--- config.mk ---
export PLATFORM = sky130hd
export DESIGN_NAME = majority_accumulator
export DESIGN_NICKNAME = d
export VERILOG_FILES = /design/src/rtl/hdc_pkg.sv /design/src/rtl/adder_tree_pipe.sv /design/src/rtl/majority_accumulator.sv
export SDC_FILE = /design/constraint.sdc
export NUM_CORES = 1
export LEC_CHECK = 0
export BUFFER_PORTS_ARGS = -buffer_cell sky130_fd_sc_hd__buf_2
export CORE_MARGIN = 5
export CORE_UTILIZATION = 52
export DETAILED_ROUTE_END_ITERATION = 10
export PLACE_DENSITY_LB_ADDON = 0.05
export SLEW_MARGIN = 20
export SYNTH_ARGS = -nofsm -noshare
export SYNTH_HDL_FRONTEND = slang
export SYNTH_SLANG_ARGS = --single-unit
--- constraint.sdc ---
create_clock -name clk -period 8.6 [get_ports clk]
set_input_delay 0.86 -clock clk [delete_from_list [all_inputs] [get_ports clk]]
set_output_delay 0.86 -clock clk [all_outputs]
set_load 0.01 [all_outputs]
--- src/rtl/hdc_pkg.sv ---
// Shared types and sizing helpers for the HDC bundling datapath.
package hdc_pkg;

  // Per-core contribution: +1, -1 or 0.
  typedef logic signed [1:0] sel_t;

  localparam sel_t SEL_POS  = 2'sb01;
  localparam sel_t SEL_NEG  = 2'sb11;
  localparam sel_t SEL_ZERO = 2'sb00;

  typedef enum logic [1:0] {
    IDLE  = 2'd0,
    ACCUM = 2'd1,
    DRAIN = 2'd2,
    DONE  = 2'd3
  } state_t;

  // Signed width that holds any sum of n values in [-1, +1].
  function automatic int tree_w(input int n);
    return $clog2(n + 1) + 1;
  endfunction

  // Number of registered adder levels; a 2-input tree still gets one level.
  function automatic int tree_levels(input int n);
    return (n <= 2) ? 1 : $clog2(n);
  endfunction

  // Operand count at level k of a pairwise tree over n leaves.
  function automatic int level_cnt(input int n, input int k);
    return (n + (1 << k) - 1) >> k;
  endfunction

endpackage

--- src/rtl/adder_tree_pipe.sv ---
// Registered pairwise adder tree with a valid sideband.
// Each level adds neighbouring operands; an odd last operand passes through.
// Latency is tree_levels(N) cycles.
module adder_tree_pipe
  import hdc_pkg::*;
#(
  parameter int N  = 4,
  parameter int IW = 4
) (
  input  logic                 clk,
  input  logic                 rst,
  input  logic                 i_vld,
  input  logic [N*IW-1:0]      i_data,
  output logic                 o_vld,
  output logic signed [IW-1:0] o_sum
);

  localparam int L = tree_levels(N);

  logic [L-1:0] r_vld;

  genvar k;
  for (k = 1; k <= L; k++) begin : g_lvl
    localparam int CNT  = level_cnt(N, k);
    localparam int PCNT = level_cnt(N, k - 1);

    logic signed [IW-1:0] w_prev [PCNT];
    logic signed [IW-1:0] r_v    [CNT];

    if (k == 1) begin : g_from_in
      // Unpack the flat input bus into the first level's operands.
      always_comb begin
        for (int m = 0; m < PCNT; m++) begin
          w_prev[m] = signed'(i_data[m*IW +: IW]);
        end
      end
    end else begin : g_from_lvl
      assign w_prev = g_lvl[k-1].r_v;
    end

    // Pairwise add, or pass the unpaired last operand straight through.
    always_ff @(posedge clk) begin
      for (int j = 0; j < CNT; j++) begin
        if (2*j + 1 < PCNT) begin
          r_v[j] <= w_prev[2*j] + w_prev[(2*j + 1 < PCNT) ? 2*j + 1 : 2*j];
        end else begin
          r_v[j] <= w_prev[2*j];
        end
      end
    end
  end

  // Valid shift register tracking data through the levels.
  always_ff @(posedge clk) begin
    if (!rst) begin
      r_vld <= '0;
    end else begin
      r_vld[0] <= i_vld;
      for (int m = 1; m < L; m++) begin
        r_vld[m] <= r_vld[m-1];
      end
    end
  end

  assign o_vld = r_vld[L-1];
  assign o_sum = g_lvl[L].r_v[0];

endmodule

--- src/rtl/majority_accumulator.sv ---
// Bundling (majority) accumulator for one hypervector dimension.
// Build option: SATURATE_EN -- clamp the accumulator instead of wrapping.
//
// state | meaning
// IDLE  | waiting for first beat; accepting it clears accumulator/overflow
// ACCUM | accepting beats until one carries in_last
// DRAIN | no new beats; wait L+1 cycles for last beat to reach accumulator
// DONE  | result presented; hold until out_ready
module majority_accumulator
  import hdc_pkg::*;
#(
  parameter int CORENUM = 32,
  parameter int W       = 30,
  parameter bit TIE_VAL = 1'b0
) (
  input  logic                clk,
  input  logic                rst,
  input  logic                in_valid,
  output logic                in_ready,
  input  logic                in_last,
  input  logic [CORENUM-1:0]  store,
  input  logic [CORENUM-1:0]  core_result,
  output logic                out_valid,
  input  logic                out_ready,
  output logic                bit_out,
  output logic                tie,
  output logic signed [W-1:0] total,
  output logic                overflow
);

  localparam int TW = tree_w(CORENUM);
  localparam int L  = tree_levels(CORENUM);
  localparam int CW = $clog2(L + 2);
  localparam logic [CW-1:0] DRAIN_LOAD = CW'(L);

  state_t                r_state;
  state_t                w_next;
  logic [CW-1:0]         r_drain_cnt;
  logic                  w_accept;
  logic                  w_start;

  logic [CORENUM*TW-1:0] w_map;
  logic [CORENUM*TW-1:0] r_s0_data;
  logic                  r_s0_vld;

  logic                  w_tree_vld;
  logic signed [TW-1:0]  w_tree_sum;
  logic signed [W-1:0]   w_tree_ext;
  logic signed [W:0]     w_sum;
  logic                  w_range_err;
  logic signed [W-1:0]   w_acc_upd;
  logic signed [W-1:0]   r_acc;
  logic                  r_ovf;

  assign w_accept = in_valid & in_ready;
  assign w_start  = w_accept & (r_state == IDLE);

  // Map each core to +1 / -1 / 0, sign-extended to tree width.
  always_comb begin
    w_map = '0;
    for (int i = 0; i < CORENUM; i++) begin
      sel_t w_sel;
      w_sel = store[i] ? (core_result[i] ? SEL_POS : SEL_NEG) : SEL_ZERO;
      w_map[i*TW +: TW] = {{(TW-2){w_sel[1]}}, w_sel};
    end
  end

  // S0: register mapped values and the beat-valid flag.
  always_ff @(posedge clk) begin
    if (!rst) begin
      r_s0_vld <= 1'b0;
    end else begin
      r_s0_vld <= w_accept;
    end
    r_s0_data <= w_map;
  end

  adder_tree_pipe #(
    .N  (CORENUM),
    .IW (TW)
  ) u_tree (
    .clk    (clk),
    .rst    (rst),
    .i_vld  (r_s0_vld),
    .i_data (r_s0_data),
    .o_vld  (w_tree_vld),
    .o_sum  (w_tree_sum)
  );

  // One extra bit on the sum exposes any excursion outside the W-bit range.
  assign w_tree_ext  = {{(W-TW){w_tree_sum[TW-1]}}, w_tree_sum};
  assign w_sum       = {r_acc[W-1], r_acc} + {w_tree_ext[W-1], w_tree_ext};
  assign w_range_err = w_sum[W] ^ w_sum[W-1];

`ifdef SATURATE_EN
  localparam logic signed [W-1:0] ACC_MAX = {1'b0, {(W-1){1'b1}}};
  localparam logic signed [W-1:0] ACC_MIN = {1'b1, {(W-1){1'b0}}};

  // Clamp toward the true sign of the sum when it leaves the range.
  always_comb begin
    w_acc_upd = w_sum[W-1:0];
    if (w_range_err) begin
      w_acc_upd = w_sum[W] ? ACC_MIN : ACC_MAX;
    end
  end
`else
  // Plain two's-complement wrap.
  always_comb begin
    w_acc_upd = w_sum[W-1:0];
  end
`endif

  // Accumulator and sticky overflow; both restart on the first beat of a bundle.
  always_ff @(posedge clk) begin
    if (!rst) begin
      r_acc <= '0;
      r_ovf <= 1'b0;
    end else if (w_start) begin
      r_acc <= '0;
      r_ovf <= 1'b0;
    end else if (w_tree_vld) begin
      r_acc <= w_acc_upd;
      if (w_range_err) begin
        r_ovf <= 1'b1;
      end
    end
  end

  // State register.
  always_ff @(posedge clk) begin
    if (!rst) begin
      r_state <= IDLE;
    end else begin
      r_state <= w_next;
    end
  end

  // Next-state and handshake outputs.
  always_comb begin
    w_next    = r_state;
    in_ready  = 1'b0;
    out_valid = 1'b0;
    case (r_state)
      IDLE: begin
        in_ready = 1'b1;
        if (in_valid) begin
          w_next = in_last ? DRAIN : ACCUM;
        end
      end
      ACCUM: begin
        in_ready = 1'b1;
        if (in_valid && in_last) begin
          w_next = DRAIN;
        end
      end
      DRAIN: begin
        if (r_drain_cnt == '0) begin
          w_next = DONE;
        end
      end
      DONE: begin
        out_valid = 1'b1;
        if (out_ready) begin
          w_next = IDLE;
        end
      end
      default: w_next = IDLE;
    endcase
  end

  // Drain down-counter: loaded on DRAIN entry, DONE follows its terminal count.
  always_ff @(posedge clk) begin
    if (!rst) begin
      r_drain_cnt <= '0;
    end else if (w_next == DRAIN && r_state != DRAIN) begin
      r_drain_cnt <= DRAIN_LOAD;
    end else if (r_state == DRAIN && r_drain_cnt != '0) begin
      r_drain_cnt <= r_drain_cnt - 1'b1;
    end
  end

  assign total    = r_acc;
  assign tie      = (r_acc == '0);
  assign bit_out  = tie ? TIE_VAL : ~r_acc[W-1];
  assign overflow = r_ovf;

endmodule

==> results list <==
- The detailed router placed 7907 vias in this run.
* Relative slew slack: 30.8%
* Element type at the critical path start: flip-flop
- Endpoint required time on the critical path: 9.04 ns
- The count of pins over their slew limit is 0.
- After legalization and detailed placement, the total HPWL measured around 15000 um.
- Setup repair after global routing missed its margin: no
* Post-layout minimum cycle time: 3.50 ns
- Yosys attributes the largest share of cell area to sky130_fd_sc_hd__dfxtp_1 (44%), sky130_fd_sc_hd__ha_1 (12%), sky130_fd_sc_hd__fa_1 (12%).
- Maximum clock insertion buffer count: 3
- Overall die area: 27400 um2
- Clock transition at the registers of the reported paths: 0.06 ns
- Antenna Cells: 0
- Top cell family by delay on the critical path: compound AO/OA/AOI/OAI gates
* CP cell instances: ha_1 > a21oi_1 > o21ai_0 > o41ai_1 > o22ai_1 > a21oi_1 > o211ai_1 > mux2i_1 > a311o_1
- Number of warnings reported in the yosys synthesis log: 0
* Tightest Pin Transition: 1.04 ns
- Last weighted congestion value of the routability-driven placer: 0.854
- Final Power: 4.49 mW
- Depth of the worst hold-timing path: 1
* Inst Count DP: 1603
- Dividing the detail-routed via count by the number of cells gives 4.77.
- Setup Crit Path Kind: reg -> reg
- The count of endpoints failing hold in the final timing report was 0.
* Nets: around 1600
* Cts bufs inserted: 30
- Postcts setup bufs: 0
* Achievable frequency: 286 MHz
* Vias in the first global route: between 8000 and 9000
- Critical path's largest stage delay: 1.00 ns
- In this run the biggest area consumer among cell types represents 43.8% of the synthesized area.
* Number of antenna violations at the first check in global routing: 0
- Yosys top cell by area: sky130_fd_sc_hd__dfxtp_1
- The total overflow left after global routing is 0.
- When the netlist entered floorplanning its net count stood at 1454.
* Most common library cell in the layout ignoring fill and taps: sky130_fd_sc_hd__dfxtp_1
* Hold Crit Class: in -> reg
- The first global-routing pass estimated 35900 um of wire.
- Pleak: 7.05 nW
- 104 I/O pins were placed.
* Sum of routed wire length over all layers: between 20000 and 25000 um
- CTS resizes: 0
- The largest individual stage delay along the critical path comes from the cell sky130_fd_sc_hd__dfxtp_1.
- Htree depth: 1
* Element type at the critical path end: flip-flop
* Fraction of the yosys area taken by sequential cells: between 40 and 50%
- The synthesized netlist occupies a cell area of between 10000 and 15000 um2.
* Crit-path most repeated cell: sky130_fd_sc_hd__a21oi_1
* Gate count after technology mapping: 1189
* Number of enable-type register cells in the synthesized netlist: 0
- Counting both buffers and inverters, the worst setup path holds a total of 0.
* Filler-free cell count of the finished design: 1657
* Root Driver: sky130_fd_sc_hd__clkbuf_16
- Most frequently used flop master after synthesis: sky130_fd_sc_hd__dfxtp_1
* Total Negative Setup Slacks: 0 ns
- Die boundary height: 166 um
- TritonCTS built the clock tree.
- Status: finished, final reports clean
- The detail route stage leaves a number of antenna-violating nets equal to 0.
- Number of port buffers: slightly above 100
- CTS Hold Bufs: 0
* Stages on worst setup path: 9
- Detailed-router iteration count before antenna repair: 4
* Die Width: 166 um
* Number of clock sinks seen by CTS: 276
- In the routed design, unresolved DRC markers number 0.
- From synthesis to final layout, the design area changed by 15.6%.
- IR analysis of the VDD net gives a maximum drop of 210 uV.
* Hold slack: 0.419 ns
- Count of state elements after synthesis: between 200 and 300
- The number of cells on the worst reg-to-reg path is 9.
- Fraction of final layout cells sized beyond drive strength 1: 12.8%
- FP Rows: 57
- P per Cell Area: 308 nW/um2
* Final Skew: 0.0106 ns
- Data arrives at the worst endpoint at 3.94 ns.
* Number of maximum-capacitance violations: 0
* Peak fanout along the critical path: 24
- For this configuration, the core starts out at a cell density of between 50% and 60%.
- Entering global routing, the biggest net connects 33 pins.
* Portion of the clock cycle consumed by the worst path in the final layout: 40.6%
- The first routing iteration left about 300 violations.
- Commonest cells after routing, fill and taps aside: sky130_fd_sc_hd__dfxtp_1 (275), sky130_fd_sc_hd__inv_1 (202), sky130_fd_sc_hd__ha_1 (123)
- Area inside the core boundary: 24100 um2
- Clock network latency to the later pin of the worst-skew pair: 0.55 ns
- The average instance in the mapped netlist occupies around 11 um2.
- Fraction of registers with async set/reset: 0%
- In the final routed layout, each cell accounts on average for 12.3 um.
- Setup violations remaining at the end of the flow were counted as 0.
* Count of different cell masters after synthesis: 57
* Global-route usage over all layers: 15.1%
[flip-flops by register name (all words and copies together) (netlist names)]
register          cells
u_tree.r_vld          5
total                30
r_drain_cnt           3
r_s0_data            64
u_tree.g_lvl.r_v    170
overflow              1
r_state               2
r_s0_vld              1
[through the flow]
stage	setup slack [ns]	instance area (um2)	util [%]
global placement	5.26	13500	55.9
finish	5.10	14600	60.4
CTS	5.14	14600	60.4
detailed placement	5.13	13500	55.9
global route	4.88	14600	60.4
floorplan	5.83	12600	-
[kinds of logic after synthesis]
group | Yosys count | synth area share, %
flops | 276 | 43.8
buf+inv | 217 | 6.48
compound gates | 207 | 10.8
simple gates | 197 | 8.11
fa+ha+maj | 196 | 23.8
xor+xnor | 73 | 5.07
mux | 23 | 1.84
[area by class of cell]
| cell class | instances | area, um2 |
|---|---|---|
| Inverter | 202 | 758 |
| Multi-Input combinational cell | 696 | 6260 |
| Clock buffer | 42 | 876 |
| Tap cell | 324 | 405 |
| Sequential cell | 276 | 5530 |
| Fill cell | 2093 | 9540 |
| Clock inverter | 12 | 211 |
| Timing Repair Buffer | 105 | 531 |
[path summary, 6_finish.rpt]
path                             startpoint                      end  slack, ns
setup reg to reg  u_tree.g_lvl[5].r_v[0][6]                total[29]       5.10
hold / removal                    store[13]            r_s0_data[91]       0.42
setup / recovery  u_tree.g_lvl[5].r_v[0][6]                total[29]       5.10
hold reg to reg              r_s0_data[133]  u_tree.g_lvl[1].r_v[42]       0.44
[metal layers]
| layer | wire length [um] | up-vias | global-route usage [%] |
|---|---|---|---|
| li1 | - | 4147 | - |
| met1 | 9740 | 3594 | 20.3 |
| met2 | 9320 | 129 | 25.2 |
| met3 | 884 | 37 | 2.84 |
| met4 | 504 | 0 | 3.95 |
| met5 | 0 | - | 0 |
[power breakdown]
part	internal [mW]	total, mW	switching (mW)
logic	0.668	1.38	0.716
registers	1.60	1.74	0.149
clock network	0.859	1.36	0.499
[synth_stat cells (all sizes together) (6+ instances only)]
cell type and n:
a211oi 16, a21o 30, a21oi 71, a31o 7, and2 8, clkbuf 11, dfxtp 276, fa 73
ha 123, inv 202, mux2i 22, nand2 36, nand3 12, nand4 14, nor2 46, nor2b 37
nor3 13, nor4 10, o21a 6, o21ai 20, o21bai 19, xnor2 45, xor2 28
Note: power is estimated with default switching activity, not from simulation.
